### src/rtl/irq_collector_pkg.sv
// ----------------------------------------------------------------------------
// irq_collector_pkg : shared line-count constants and width helper
// Rev 1.0
// ----------------------------------------------------------------------------
`default_nettype none

package irq_collector_pkg;

  // Shared with CP0's ir_map declaration
  localparam int IRQ_LINES = 30;
  localparam int IRQ_BASE  = 1;
  localparam int IRQ_TOP   = IRQ_BASE + IRQ_LINES - 1;

  typedef logic [IRQ_LINES-1:0] irq_vec_t;

  // Bits needed to hold value; never less than one
  function automatic int get_width(input int value);
    int w;
    w = 1;
    for (int b = 1; b < 32; b++) begin
      if ((value >> b) != 0) w = b + 1;
    end
    return w;
  endfunction

endpackage

`default_nettype wire

### src/rtl/irq_line.sv
// ----------------------------------------------------------------------------
// irq_line : normalize, synchronize, optionally filter (IRQ_FILTER_EN) and
//            deliver one interrupt line as an edge pulse or a level.
// Rev 1.0
// ----------------------------------------------------------------------------
`default_nettype none

module irq_line
  import irq_collector_pkg::*;
#(
  parameter bit EDGE          = 1'b0,
  parameter bit INVERT        = 1'b0,
  parameter int FILTER_CYCLES = 4
) (
  input  logic clk,
  input  logic rst,
  input  logic irq_raw,
  output logic irq_out,
  output logic level
);

  if (FILTER_CYCLES < 1 || FILTER_CYCLES > 4095) begin : g_bad_filter_cycles
    $error("irq_line: FILTER_CYCLES out of range 1..4095");
  end

  logic s1_d, s1_q;
  logic s2_d, s2_q;
  logic stable;
  logic stable_prev_d, stable_prev_q;
  logic ir_map_d, ir_map_q;

  // Inversion precedes the synchronizer so reset-cleared flops read inactive
  always_comb begin
    s1_d          = irq_raw ^ INVERT;
    s2_d          = s1_q;
    stable_prev_d = stable;
    ir_map_d      = EDGE ? (stable & ~stable_prev_q) : stable;
  end

  always_ff @(posedge clk) begin
    if (rst) begin
      s1_q          <= 1'b0;
      s2_q          <= 1'b0;
      stable_prev_q <= 1'b0;
      ir_map_q      <= 1'b0;
    end else begin
      s1_q          <= s1_d;
      s2_q          <= s2_d;
      stable_prev_q <= stable_prev_d;
      ir_map_q      <= ir_map_d;
    end
  end

`ifdef IRQ_FILTER_EN
  localparam int              CNT_W   = get_width(FILTER_CYCLES - 1);
  localparam logic [CNT_W-1:0] CNT_MAX = CNT_W'(FILTER_CYCLES - 1);

  logic             stable_d, stable_q;
  logic [CNT_W-1:0] cnt_d, cnt_q;

  // cnt tops out at CNT_MAX: the matching edge either accepts or resets it
  always_comb begin
    stable_d = stable_q;
    cnt_d    = '0;
    if (s2_q != stable_q) begin
      if (cnt_q == CNT_MAX) stable_d = s2_q;
      else                  cnt_d    = cnt_q + 1'b1;
    end
  end

  always_ff @(posedge clk) begin
    if (rst) begin
      stable_q <= 1'b0;
      cnt_q    <= '0;
    end else begin
      stable_q <= stable_d;
      cnt_q    <= cnt_d;
    end
  end

  assign stable = stable_q;
`else
  assign stable = s2_q;
`endif

  assign irq_out = ir_map_q;
  assign level   = stable;

endmodule

`default_nettype wire

### src/rtl/irq_collector.sv
// ----------------------------------------------------------------------------
// irq_collector : conditions the device interrupt lines into CP0 ir_map;
//                 glitch filter compiled in with IRQ_FILTER_EN.
// Rev 1.0
// ----------------------------------------------------------------------------
`default_nettype none

module irq_collector
  import irq_collector_pkg::*;
#(
  parameter irq_vec_t EDGE_MASK     = '0,
  parameter irq_vec_t ACTIVE_LOW    = '0,
  parameter int       FILTER_CYCLES = 4
) (
  input  logic                    clk,
  input  logic                    rst,
  input  logic [IRQ_TOP:IRQ_BASE] irq_in,
  output logic [IRQ_TOP:IRQ_BASE] ir_map,
  output logic [IRQ_TOP:IRQ_BASE] irq_level
);

  for (genvar i = 0; i < IRQ_LINES; i++) begin : g_line
    irq_line #(
      .EDGE          (EDGE_MASK[i]),
      .INVERT        (ACTIVE_LOW[i]),
      .FILTER_CYCLES (FILTER_CYCLES)
    ) u_line (
      .clk     (clk),
      .rst     (rst),
      .irq_raw (irq_in[IRQ_BASE+i]),
      .irq_out (ir_map[IRQ_BASE+i]),
      .level   (irq_level[IRQ_BASE+i])
    );
  end

endmodule

`default_nettype wire
### config.mk
export PLATFORM = sky130hd
export DESIGN_NAME = irq_collector
export DESIGN_NICKNAME = d
export VERILOG_FILES = /design/src/rtl/irq_collector_pkg.sv /design/src/rtl/irq_line.sv /design/src/rtl/irq_collector.sv
export SDC_FILE = /design/constraint.sdc
export NUM_CORES = 1
export LEC_CHECK = 0
export CORE_MARGIN = 4
export CORE_UTILIZATION = 48
export CTS_BUF_LIST = sky130_fd_sc_hd__clkbuf_8
export DETAILED_ROUTE_END_ITERATION = 7
export HOLD_SLACK_MARGIN = 0.06
export PLACE_DENSITY = 0.86
export SLEW_MARGIN = 20
export SYNTH_ARGS = -nofsm -noshare
export SYNTH_HDL_FRONTEND = slang
export SYNTH_HIERARCHICAL = 1
export SYNTH_SLANG_ARGS = --single-unit
export TNS_END_PERCENT = 10
### constraint.sdc
create_clock -name clk -period 1.41 [get_ports clk]
set_input_delay 0.141 -clock clk [delete_from_list [all_inputs] [get_ports clk]]
set_output_delay 0.141 -clock clk [all_outputs]
set_load 0.05 [all_outputs]
[Word-level counts from Yosys, hierarchy flattened]
Index checks and enable logic that the tools add are counted.
Word-level totals
  register bits: 90

[Longest topological paths before layout]
Gate-level depths: netlist of the first run.
  depth in word-level cells: 0
  gate-level depth with buffers: 1

[Hierarchy]
The synthesis of the first run kept the hierarchy.
Modules (own cells, without submodules)
  irq_line: cells each 6, area an instance 78.8 um^2, times used 30, seq. area each 60.1 um^2

[Least setup slack after synthesis of the first run]
No wires, ideal clock.
  path kind: register -> register
  start point: reg g_line[0].u_line.s2_q
  end point: reg g_line[0].u_line.ir_map_q
  arrival: 772 ps
  path slack: 572 ps
  path buffers: 0
  cell stages (with the launch flop): 2
  cells stage by stage: dfxtp_1 nor2b_1
RTL lines
  from (decl): line irq_line.sv:27  | logic s2_d, s2_q;
  from (signal assigned): line irq_line.sv:43  | s2_q <= 1'b0;
  from (signal assigned): line irq_line.sv:48  | s2_q <= s2_d;
  to (signal assigned): line irq_line.sv:50  | ir_map_q <= ir_map_d;
  to (decl): line irq_line.sv:30  | logic ir_map_d, ir_map_q;
No word-level cell between the ends.

[Final worst setup path of the first run]
  start point: reg g_line[25].u_line.s2_q
  end point: out irq_level[26] (netlist name)
RTL lines
  from (decl): line irq_line.sv:27
  from (signal assigned): line irq_line.sv:43
  from (signal assigned): line irq_line.sv:48
  to (decl): line irq_collector.sv:19  | output logic [IRQ_TOP:IRQ_BASE] irq_level
No word-level cell between the ends.

==> results of run 1 <==
==> metrics by stage <==
stage	power, uW	hold WS [ns]	instance area (sq um)	cells	setup WS (ns)
detailed placement	3224	0.4204	3224	339	0.5848
global placement	3214	0.4157	3224	339	0.5943
finish	4891	0.3000	3425	354	0.3780
global route	5088	0.3123	3425	354	0.3252
floorplan	2995	0.2126	2365	180	0.5718
CTS	4946	0.2896	3425	354	0.3611
==> cells in the mapped netlist <==
| library cell | instances | share of area, % |
|---|---|---|
| sky130_fd_sc_hd__dfxtp_1 | 90 | 76 |
| sky130_fd_sc_hd__nor2b_1 | 90 | 24 |
==> power by group through the flow <==
stage | logic, uW | clock network (uW) | registers [uW]
2_1_floorplan | 67.5 | 0 | 2930
3_3_place_gp | 486 | 0 | 2730
3_5_place_dp | 494 | 0 | 2730
4_1_cts | 495 | 1780 | 2670
5_1_grt | 515 | 1890 | 2680
6_report | 490 | 1730 | 2670
==> cells by family after synthesis <==
kind of cell | Yosys count | synth area share, %
flip-flops | 90 | 76.19
AND/OR/NAND/NOR | 90 | 23.81
==> registers in the layout, indices dropped and copies added, names as in the netlist <==
signal                 cells
g_line.u_line/irq_out     30
g_line.u_line/level       30
g_line.u_line/s1_q        30
==> layout make-up <==
class	instances	area share (%)
well taps	67	2.448
clock inverters	6	2.229
repair buffers	92	22.65
clock buffers	9	3.617
multi-input cells	90	16.44
flip-flops and latches	90	52.61
==> per-layer routing <==
layer	routed length (um)	GRT usage, %	share of wire (%)	vias up
met1	1565	13.56	40	670
li1	-	-	-	750
met3	416	5.619	11	9
met2	1881	22.69	48	62
met4	72	8.916	1.8	0
met5	0	0	0	-
==> path summary, 6_finish.rpt <==
check	from	to	slack (ns)	depth (start not counted)
worst max-delay path	g_line[25].u_line/level$_SDFF_PP0_	irq_level[26]	0.38	1
worst min-delay path	rst	g_line[19].u_line/s1_q$_SDFF_PP0_	0.30	3
worst max register to register	g_line[25].u_line/level$_SDFF_PP0_	g_line[25].u_line/irq_out$_SDFF_PP0_	0.84	1
worst min register to register	g_line[16].u_line/s1_q$_SDFF_PP0_	g_line[16].u_line/level$_SDFF_PP0_	0.44	1
==> impl_results.rst, run 1 <==
.. list-table::
   :header-rows: 1

   * - Metric
     - Value
   * - Outcome
     - finished clean
   * - Inserted Clock Buffers
     - 9
   * - Number of warnings reported in the yosys synthesis log
     - 6
   * - Leakage component of the power
     - between 0.0015 and 0.002 uW
   * - Transition at the pin with the smallest max-transition slack
     - about 0.34 ns
   * - Antenna viol nets, final
     - 0
   * - Number of vias after detailed routing
     - about 1500
   * - Largest net degree at the start of global routing
     - about 90
   * - Effective utilization at floorplan
     - 49.74%
   * - Via density per instance
     - around 4.2
   * - Layout fillers
     - about 350
   * - Layout area overhead
     - 44.81%
   * - Ratio of cells with drive above 1 in the final layout
     - about a quarter
   * - Cell row count
     - 25
   * - Net count after synthesis
     - 212
   * - Multi-input gate area in the final layout
     - 563.0 sq um
   * - Switching part of the total power
     - 22.09%
   * - Aggregate negative setup slack
     - 0 ns
   * - CTS max path bufs
     - 2
   * - Netlist cell types
     - 2
   * - Clock period minus worst slack
     - 1.032 ns
   * - Clock slew at reported path FFs
     - ~0.080 ns
   * - Resize count post-CTS
     - 0
   * - Total die area
     - between 6000 and 7000 sq um
   * - Overall track demand over capacity in global routing
     - 13.46%
   * - Clock root buffer master
     - sky130_fd_sc_hd__clkbuf_8
   * - Fraction of power consumed by combinational cells
     - approximately 10%
   * - Data required time at the worst endpoint
     - ~1.3 ns
   * - Die H
     - around 80 um
   * - Sequential group share of total power
     - between 50% and 60%
   * - IO buf count
     - 91
   * - Antenna violations before repair
     - 0
   * - Gate count after technology mapping
     - 180
   * - Via count of the first global-routing pass
     - approximately 1400
   * - Violation count after the first detailed-routing iteration
     - 50
   * - Cell family contributing the most delay on the critical path
     - flip-flops
   * - Final Util
     - just over 70%
   * - Post-CTS Hold Fix Bufs
     - 0
   * - Sequential-to-total area share from yosys stat
     - about three quarters
   * - Type of element capturing the critical path
     - output pin
   * - Number of register bits inferred by synthesis
     - 90
   * - Floorplan Core Area
     - about 4800 sq um
   * - Total wire length after detailed routing
     - between 3000 and 4000 um
   * - Kind of launch point of the worst setup path
     - flop
   * - NetSw
     - roughly 1100 uW
   * - GP Congestion
     - 0.6707
   * - Post-CTS setup buffers
     - 0
   * - Arr. time, crit path
     - between 0.8 and 0.9 ns
   * - Longest individual stage delay on the worst path
     - approximately 0.35 ns
   * - Wirelength per Cell
     - 11.11 um
   * - Drt drc
     - 0
   * - Deepest level of the CTS H-tree
     - 3
   * - I/O pin count
     - 92
   * - Global-route wire length before repair
     - between 6000 and 7000 um
   * - Path type of the worst min-delay path
     - in -> reg
   * - Fmax
     - 968.9 MHz
   * - Max Fanout on Critical Path
     - 2
   * - Post-synthesis cell area
     - around 2400 sq um
   * - Commonest cells after routing, fill and taps aside
     - 90 x sky130_fd_sc_hd__nor2b_1, 90 x sky130_fd_sc_hd__dfxtp_1, 60 x sky130_fd_sc_hd__buf_4, 30 x sky130_fd_sc_hd__clkdlybuf4s50_1, 9 x sky130_fd_sc_hd__clkbuf_8
   * - Number of antenna cells inserted
     - 0
   * - Worst-case clock skew
     - ~0.0074 ns
   * - Worst max-slew margin expressed relative to the limit
     - 77.14%
   * - Insertion delay of the later-clocked pin in the worst-skew pair
     - 0.33 ns
   * - Clk pwr share
     - 35.4%
   * - Number of setup violations in the final report
     - 0
   * - Setup repair after global routing missed its margin
     - no
   * - CTS tree
     - done
   * - Power density of the placed cells
     - around 1400 nW/um^2
   * - Cell with the largest stage delay on the worst path
     - sky130_fd_sc_hd__dfxtp_1
   * - Die Wd
     - slightly below 80 um
   * - Count of final hold-check violations
     - 0
   * - Ordered cell list for the critical path
     - buf_4
   * - P_int
     - approximately 3800 uW
   * - Total iterations of the first detailed-routing run
     - 3
   * - Final-report max-slew violation count
     - 0
   * - Critical path buffers and inverters
     - 1
   * - CTS sink cnt
     - 90
   * - Worst vdd rail ir drop
     - between 1 and 1.5 mV
   * - Overflow after GRT
     - 0
   * - Share of the clock period used by the worst path after layout
     - between 70 and 80%
   * - Number of max-cap violations
     - 0
   * - Category of the critical setup timing path
     - reg -> out
   * - Total number of nets in the final design
     - roughly 320
   * - Sequential cell area
     - between 1500 and 2000 sq um
   * - Avg Inst Size Synth
     - around 13 sq um
No activity file was read; power rests on OpenSTA's default activity.
==> run 2: changes to the inputs <==
--- a/config.mk
+++ b/config.mk
@@ -6,11 +6,11 @@
 export NUM_CORES = 1
 export LEC_CHECK = 0
 export CORE_MARGIN = 4
-export CORE_UTILIZATION = 48
+export CORE_UTILIZATION = 44
 export CTS_BUF_LIST = sky130_fd_sc_hd__clkbuf_8
 export DETAILED_ROUTE_END_ITERATION = 7
 export HOLD_SLACK_MARGIN = 0.06
-export PLACE_DENSITY = 0.86
+export PLACE_DENSITY = 0.8
 export SLEW_MARGIN = 20
 export SYNTH_ARGS = -nofsm -noshare
 export SYNTH_HDL_FRONTEND = slang
==> constraint.sdc (replaced) <==
create_clock -name clk -period 1 [get_ports clk]
set_input_delay 0.1 -clock clk [delete_from_list [all_inputs] [get_ports clk]]
set_output_delay 0.1 -clock clk [all_outputs]
set_load 0.05 [all_outputs]
==> impl_results.rst, run 2 (synthesis gave the netlist of run 1 again) <==
.. list-table::
   :header-rows: 1

   * - Metric
     - Value
   * - Outcome
     - finished clean
   * - Leading cell type in the layout, fill and taps excluded
     - sky130_fd_sc_hd__nor2b_1
   * - Die H
     - 81.31 um (+4.0%)
   * - Fmax
     - between 1000 and 1500 MHz
   * - Worst max-slew margin expressed relative to the limit
     - 80.65% (+3.5 points)
   * - Cell family contributing the most delay on the critical path
     - flip-flops
   * - Effective utilization at floorplan
     - 45.72% (-4.0 points)
   * - Drt drc
     - 0 (unchanged)
   * - Ordered cell list for the critical path
     - buf_12
   * - Total wire length after detailed routing
     - 4803 um (+22%)
   * - Cell row count
     - 26 (+4.0%)
   * - Number of antenna cells inserted
     - 0 (unchanged)
   * - Share of the clock period used by the worst path after layout
     - a little over nine tenths
   * - Violation count after the first detailed-routing iteration
     - 45 (-10%)
   * - Longest individual stage delay on the worst path
     - 0.37 ns (+0.02 ns)
   * - CTS tree
     - done
   * - GP Congestion
     - 0.6567 (-2.1%)
   * - Clock slew at reported path FFs
     - 0.08 ns (about the same)
   * - Clock period minus worst slack
     - 0.9559 ns
   * - Cell with the largest stage delay on the worst path
     - sky130_fd_sc_hd__dfxtp_1
   * - Transition at the pin with the smallest max-transition slack
     - 0.2903 ns (-0.05271 ns)
   * - Finished Cell Area
     - 4283 sq um (+25%)
   * - Count of final hold-check violations
     - 0 (unchanged)
   * - Via count of the first global-routing pass
     - 1505 (+6.4%)
   * - Data required time at the worst endpoint
     - 0.90 ns (-0.37 ns)
   * - Crit. path cell count
     - 1 (unchanged)
   * - Layout area overhead
     - 81.11%
   * - Overflow after GRT
     - 0 (unchanged)
   * - Antenna viol nets, final
     - 0 (unchanged)
   * - Total die area
     - 6611 sq um (+8.1%)
   * - Global-route wire length before repair
     - 7355 um (+19%)
   * - Aggregate negative setup slack
     - 0 ns (unchanged)
   * - Path type of the worst min-delay path
     - in -> reg
   * - CTS sink cnt
     - 90 (unchanged)
   * - Post-CTS setup buffers
     - 0 (unchanged)
   * - Max Fanout on Critical Path
     - 1 (-1)
   * - Setup repair after global routing missed its margin
     - no
   * - R2R depth
     - 1 (unchanged)
   * - Overall track demand over capacity in global routing
     - 15.63% (+2.2 points)
   * - Number of vias after detailed routing
     - 1491 (unchanged)
   * - Floorplan Core Area
     - 5172 sq um (+8.8%)
   * - Hold Path Stages
     - 3 (unchanged)
   * - Via density per instance
     - 4.153 (-1.4%)
   * - Arr. time, crit path
     - 0.86 ns (-0.03 ns)
   * - Total number of nets in the final design
     - 316 (+0.32%)
   * - Deepest level of the CTS H-tree
     - 3 (unchanged)
   * - Final-report max-slew violation count
     - 0 (unchanged)
   * - Type of element capturing the critical path
     - output pin
   * - Commonest cells after routing, fill and taps aside
     - 90 x sky130_fd_sc_hd__nor2b_1, 61 x sky130_fd_sc_hd__buf_12, 54 x sky130_fd_sc_hd__dfxtp_1, 36 x sky130_fd_sc_hd__dfxtp_2, 30 x sky130_fd_sc_hd__clkdlybuf4s50_1
   * - IO buf count
     - 91 (unchanged)
   * - Critical path buffers and inverters
     - 1 (unchanged)
   * - Total cell area at the placement stage
     - 3986 sq um (+24%)
   * - Ratio of cells with drive above 1 in the final layout
     - 39.79% (+14 points)
   * - Power density of the placed cells
     - 1791 nW/um^2 (+25%)
   * - Largest net degree at the start of global routing
     - 60 (-34%)
   * - Antenna violations before repair
     - 0 (unchanged)
   * - Count of placed standard cells including taps
     - 343 (+1.2%)
   * - Worst vdd rail ir drop
     - 1.430 mV (+30%)
   * - Kind of launch point of the worst setup path
     - flop
   * - I/O pin count
     - 92 (unchanged)
   * - Wirelength per Cell
     - 13.38 um (+20%)
   * - Leakage component of the power
     - 0.001721 uW (+14%)
   * - CTS max path bufs
     - 2 (unchanged)
   * - Worst-case clock skew
     - 0.005189 ns (-0.002218 ns)
   * - Category of the critical setup timing path
     - reg -> out
   * - Inserted Clock Buffers
     - 9 (unchanged)
   * - Post-CTS Hold Fix Bufs
     - 0 (unchanged)
   * - Clock root buffer master
     - sky130_fd_sc_hd__clkbuf_8
   * - Total iterations of the first detailed-routing run
     - 3 (unchanged)
   * - Number of setup violations in the final report
     - 0 (unchanged)
   * - Insertion delay of the later-clocked pin in the worst-skew pair
     - 0.34 ns (about the same)
   * - Die Wd
     - 81.31 um (+4.0%)
   * - Layout Cells excl Fill
     - 359 (+1.4%)
   * - Number of max-cap violations
     - 0 (unchanged)
[run 2: changes by cell type in the layout (fill, tap and decap cells not counted), sizes merged]
cell and delta:
bufinv +1, clkinv +1, buf +1, clkbuf +2, inv -3
[run 2: through the flow]
step / power (uW) / utilization (%) / setup slack (ns) / hold slack (ns)
finish: 7669 / 82.80 / 0.04408 / 0.2256
global route: 7978 / 82.80 / 0.0009950 / 0.2369
detailed placement: 4797 / 77.07 / 0.2330 / 0.4204
CTS: 7747 / 82.05 / 0.0008199 / 0.2128
global placement: 4774 / 77.07 / 0.2351 / 0.4153
floorplan: 4223 / - / 0.1618 / 0.1716
[run 2: cell type report]
class / instances / area, sq um
multi-input combinational: 90 / 563.0
clock inverter: 5 / 100.1
tap: 70 / 87.58
timing repair buffer: 93 / 1534
clock buffer: 11 / 151.4
sequential: 90 / 1847
fill: 241 / 889.6
[run 2: report_power, final]
part / switching, uW / leakage (uW) / total [uW] / internal, uW
logic: 414 / 0.000837 / 897 / 482
clock network: 1160 / 0.000129 / 2950 / 1790
registers: 86.2 / 0.000755 / 3820 / 3740
total: 1660 / 0.00172 / 7670 / 6010
[run 2: final timing paths]
kind | start | end | slack [ns]
worst max-delay path | g_line[1].u_line/irq_out$_SDFF_PP0_ | ir_map[2] | 0.04
worst max register to register | g_line[24].u_line/level$_SDFF_PP0_ | g_line[24].u_line/irq_out$_SDFF_PP0_ | 0.40
worst min-delay path | rst | g_line[0].u_line/s1_q$_SDFF_PP0_ | 0.23
worst min register to register | g_line[20].u_line/s1_q$_SDFF_PP0_ | g_line[20].u_line/level$_SDFF_PP0_ | 0.44
[run 2: what timing repair did]
| item | in CTS | in global routing |
|---|---|---|
| endpoints found under the setup margin | 5 | 31 |
| resized for setup | 5 | 31 |
| hold endpoints to repair | 0 | 0 |
[run 2: metal layers]
metal | global-route usage (%) | share of wire [%] | vias up
li1 | - | - | 753
met1 | 15.85 | 35 | 669
met2 | 26.95 | 54 | 59
met3 | 5.765 | 8.6 | 10
met4 | 9.797 | 2.1 | 0
met5 | 0 | 0 | -
==> RTL change 1 (flow settings as in run 2) <==
Build with the macro `IRQ_FILTER_EN` defined.
--- a/src/rtl/irq_line.sv
+++ b/src/rtl/irq_line.sv
@@ -4,6 +4,8 @@
 // Rev 1.0
 // ----------------------------------------------------------------------------
 `default_nettype none
+
+`define IRQ_FILTER_EN
 
 module irq_line
   import irq_collector_pkg::*;
Formal check against the unedited RTL: not equivalent (Yosys sat finds a counterexample within 4 cycles, from zero or initial values and one cycle with rst high).
==> RTL change 1 against run 2 <==
  * Synthesized area grew 150%
  * Cell area increased by 100%
  * Routed wire length rose by 130%
  * Critical path depth up 1
  * Sequential cell count increased by 90
  * Die area rose by 130%
  * The flow now finishes with violations (setup timing)
  * Highest routed layer unchanged
  * Largest cell class unchanged
  * Clock skew rose by 0.0064 ns
  * Combinational power fell by 43%
  * Total power increased by 71%
  * Setup slack got worse by 0.18 ns
  * Global-route usage down 0.30 points
==> RTL change 1: results (changes against run 2) <==
outcome=finished, violations left; violated checks=setup timing; maximum clock path buffer count=2 (unchanged); Post-synth ARST share=0% (unchanged); Root Buffer=clkbuf_8; register area share after synthesis=61.5% (-15 points); Worst-path clk slew=0.09 ns; DRT iter0 DRCs=125 (+180%); Post-Syn Area per Cell=13.0 sq um (-0.95%); top cells by count, synth=dfxtp_1 (180), nor2b_1 (90); Pre-Repair DR Iteration Count=4 (+1); PortBufs=91 (unchanged); worst vdd ir=1170 uV (-18%); Synth area leaders=dfxtp_1 (62%), nor2b_1 (9.6%), nor4b_2 (7.7%); Final GP Congestion=0.684 (+4.2%); Post-Syn Nets=512 (+140%); Num CTS Buffers=17 (+8); Clock Latency Late Sink=0.45 ns (+0.11 ns); CP max FO=2 (+1); hold crit path type=input port to flop; final net count=660 (+110%); Final setup viols=70 (+70); placed insts=735 (+110%); placed cell area=7790 sq um (+96%); Slowest Stage Delay on Critical Path=0.34 ns (-0.03 ns); setup slack after layout=-0.135 ns (-0.179 ns); CP Data Arrival Time=1.04 ns (+0.18 ns); largest net degree at the start of global routing=35 (-42%); worst-case clock skew=0.0116 ns (+0.00642 ns); count of different cell masters after synthesis=8 (+6); post-place setup slack=-0.00603 ns (-0.239 ns); Max stage delay cell, worst path=dfxtp_2; largest reg by FF count=g_line.u_line/cnt_q; Total Routed Length=11,100 um (+130%); Worst-Margin Slew=0.404 ns (+0.114 ns); global-route wire length before repair=17,900 um (+140%); initial antenna violation count=0 (unchanged); warnings from Yosys=6 (unchanged); Ant. Diodes=0 (unchanged); number of flip-flops in the largest register=60; detail-routed via count per cell=4.72 (+14%); GRT Resource Usage Total=15.3% (-0.30 points); H-tree depth=4 (+1); fraction of layout cells with a size suffix above 1=40.6% (+0.80 points); vias in the first global route=3,935 (+160%); final std cells w/o fill=783 (+120%); filler instances=893 (+270%); post-DP HPWL=7410 um; leak pwr=3.19 nW (+85%)
## RTL change 1: layer usage
| metal | part of all wire, % | vias up | global-route usage (%) | routed length, um |
|---|---|---|---|---|
| li1 | - | 1859 | - | - |
| met1 | 39 | 1748 | 15.5 | 4340 |
| met5 | 0 | - | 0 | 0 |
| met4 | 1.2 | 0 | 6.64 | 131 |
| met3 | 4.8 | 12 | 6.63 | 536 |
| met2 | 55 | 75 | 27.3 | 6140 |
## RTL change 1: where the power goes
part / total (mW) / switching, mW / internal, mW
clock: 5.30 / 2.46 / 2.85
combinational: 0.508 / 0.223 / 0.285
sequential: 7.31 / 0.0753 / 7.23
total: 13.1 / 2.76 / 10.4
## RTL change 1: logic make-up after synthesis
kind of cell | count (synthesis) | share of synthesized area, %
XOR/XNOR | 30 | 4.49
adder cells (fa/ha/maj) | 30 | 6.41
AND/OR/NAND/NOR | 180 | 22.4
flip-flops | 180 | 61.5
multiplexers | 30 | 5.13
## RTL change 1: worst paths after layout
check                                  startpoint                               endpoint  slack [ns]  depth (start not counted)
min reg2reg  g_line[3].u_line/cnt_q[0]$_SDFF_PP0_   g_line[3].u_line/cnt_q[0]$_SDFF_PP0_        0.43                          1
min                                    irq_in[14]      g_line[13].u_line/s1_q$_SDFF_PP0_        0.19                          2
max          g_line[19].u_line/level$_SDFFE_PP0P_                          irq_level[20]       -0.14                          2
max reg2reg  g_line[17].u_line/level$_SDFFE_PP0P_  g_line[17].u_line/cnt_q[1]$_SDFF_PP0_       -0.05                          4
## RTL change 1: cell type report
class                           instances  area (sq um)  share of cell area [%]
Tap cell                              172           215                    2.48
Clock inverter                         13           181                    2.09
Multi-Input combinational cell        270          2420                    27.9
Timing Repair Buffer                  129          1840                    21.2
Clock buffer                           19           262                    3.01
Sequential cell                       180          3750                    43.3
## RTL change 1: critical path, delay by kind of cell, from the launching register on
family | cells | cell delay [ns]
buffers and inverters | 2 | 0.26
DFF | 1 | 0.34
## RTL change 1: stage by stage
stage,utilization (%),setup TNS (ns)
after floorplan,-,-4.29
after global placement,60.8,0
after detailed placement,60.8,-0.00603
after CTS,66.1,-6.08
after global routing,67.6,-7.86
final,67.6,-2.99
## RTL change 1: what timing repair did
item                                   4_1_cts  5_1_grt
cloned                                       0        0
gates resized for setup                     90       31
hold buffers                                 1        0
setup buffers                               16        8
pin swaps                                    1        7
setup endpoints to repair                   66      103
endpoints found under the hold margin       12        0
==> RTL change 2 (settings of run 2) <==
Without the edit above. Put a register stage on the output `irq_level`. The value now appears one clock later. The other outputs are not delayed to match.
--- a/src/rtl/irq_collector.sv
+++ b/src/rtl/irq_collector.sv
@@ -19,6 +19,8 @@
   output logic [IRQ_TOP:IRQ_BASE] irq_level
 );
 
+  logic [IRQ_TOP:IRQ_BASE] irq_level_d;
+
   for (genvar i = 0; i < IRQ_LINES; i++) begin : g_line
     irq_line #(
       .EDGE          (EDGE_MASK[i]),
@@ -29,8 +31,12 @@
       .rst     (rst),
       .irq_raw (irq_in[IRQ_BASE+i]),
       .irq_out (ir_map[IRQ_BASE+i]),
-      .level   (irq_level[IRQ_BASE+i])
+      .level   (irq_level_d[IRQ_BASE+i])
     );
+  end
+
+  always_ff @(posedge clk) begin
+      irq_level <= irq_level_d;
   end
 
 endmodule
Formal check against the unedited RTL: not equivalent (Yosys sat finds a counterexample within 4 cycles, from zero or initial values and one cycle with rst high).
==> RTL change 2 against run 2 <==
  * Critical path depth is the same
  * Highest routed layer unchanged
  * Synthesized area grew 25%
  * Clock power grew 48%
  * First-iteration DRC count shrank 49%
  * Sequential cell count grew 30
  * Count of clock-buffer cells in the layout grew 6
  * Total power grew 35%
  * Routed wire length grew 20%
  * Cell area grew 19%
  * Setup slack lost 0.051 ns
  * Synthesized cell count grew 17%
  * The flow now finishes with violations (setup timing)
  * Core utilization shrank 4.1 points
  * Global-route usage is essentially flat
==> RTL change 2: results (changes against run 2) <==
top cells by count, synth=dfxtp_1 (120), nor2b_1 (90); leak pwr=2.05 nW (+19%); violated checks=setup timing; vias in the first global route=1,969 (+31%); count of different cell masters after synthesis=2 (unchanged); Final GP Congestion=0.663 (+0.88%); Slowest Stage Delay on Critical Path=0.35 ns (-0.02 ns); global-route wire length before repair=9410 um (+28%); Post-synth ARST share=0% (unchanged); instance count of the mapped netlist=210 (+17%); flop2flop setup slack=0.43 ns (+0.03 ns); Max stage delay cell, worst path=dfxtp_2; Post-Syn Nets=242 (+14%); per-cell routed wire length=14.0 um (+4.8%); detail-routed via count per cell=4.23 (+1.9%); Worst path top cell family by delay=flip-flops; maximum clock path buffer count=2 (unchanged); H-tree depth=4 (+1); Num CTS Buffers=17 (+8); Slew HR=82.5% (+1.8 points); worst-case clock skew=0.0128 ns (+0.00762 ns); Final setup viols=6 (+6); hold crit path type=input port to flop; GRT Resource Usage Total=15.7% (+0.028 points); Root Buffer=clkbuf_8; worst vdd ir=1570 uV (+9.5%); Ant. Diodes=0 (unchanged); CP max FO=1 (unchanged); setup slack after layout=-0.00694 ns (-0.0510 ns); Synth area leaders=dfxtp_1 (81%), nor2b_1 (19%); initial antenna violation count=0 (unchanged); CP Data Arrival Time=0.91 ns (+0.05 ns); Max-Cap Viols=0 (unchanged); fraction of layout cells with a size suffix above 1=46.1% (+6.3 points); outcome=finished, violations left; Worst Hold Slack=0.158 ns (-0.0674 ns); Synth Flop Type=dfxtp_1; post-place setup slack=0.187 ns (-0.0461 ns); placed cell area=4600 sq um (+15%); final net count=354 (+12%); register area share after synthesis=81.0% (+4.8 points); DRT iter0 DRCs=23 (-49%); Pre-Repair DR Iteration Count=3 (unchanged); warnings from Yosys=6 (unchanged); via count=1,739 (+17%); post-DP HPWL=between 3000 and 4000 um; setup TNS=-0.0167 ns (-0.0167 ns); placed insts=380 (+11%); largest net degree at the start of global routing=64 (+6.7%); Clock Latency Late Sink=0.42 ns (+0.08 ns); Worst-path clk slew=0.08 ns (about the same); PortBufs=91 (unchanged); post-CTS repair timing setup buffer count=0 (unchanged)
==> RTL change 2: cell count changes in the layout (fill, tap and decap cells not counted), sizes merged <==
cell	delta
clkbuf	+6
dfxtp	+30
clkinvlp	+3
clkinv	+4
inv	+2
==> RTL change 2: what timing repair did <==
action	CTS	global route
hold buffers	0	0
resized for setup	60	0
setup endpoints to repair	60	60
==> RTL change 2: worst paths after layout <==
path / start / endpoint / cells after the start
hold / removal: rst / g_line[18].u_line/level$_SDFF_PP0_ / 3
setup reg to reg: g_line[19].u_line/level$_SDFF_PP0_ / g_line[19].u_line/irq_out$_SDFF_PP0_ / 1
hold reg to reg: g_line[27].u_line/level$_SDFF_PP0_ / irq_level[28]$_DFF_P_ / 0
setup / recovery: irq_level[20]$_DFF_P_ / irq_level[20] / 1
==> RTL change 2: area by class of cell <==
class / count / area, sq um
Sequential cell: 120 / 2480
Timing Repair Buffer: 93 / 1530
Fill cell: 372 / 1380
Multi-Input combinational cell: 90 / 563
Clock buffer: 17 / 234
Clock inverter: 14 / 175
Tap cell: 77 / 96.3
==> RTL change 2: cell families after synthesis <==
kind of cell	after synthesis	synth area share (%)
and+or+nand+nor	90	19.0
DFF	120	81.0
==> RTL change 2: layer usage <==
layer  vias to the layer above  global-route usage [%]  part of all wire, %
li1                        868                       -                    -
met1                       787                    14.1                   35
met2                        72                    28.1                   54
met3                        12                    9.27                  8.7
met4                         0                    6.89                  1.9
met5                         -                       0                    0
==> RTL change 2: power breakdown <==
group	switching (mW)	internal [mW]	total (mW)
sequential	0.102	4.99	5.09
combinational	0.421	0.484	0.905
clock	1.91	2.47	4.38
total	2.43	7.94	10.4
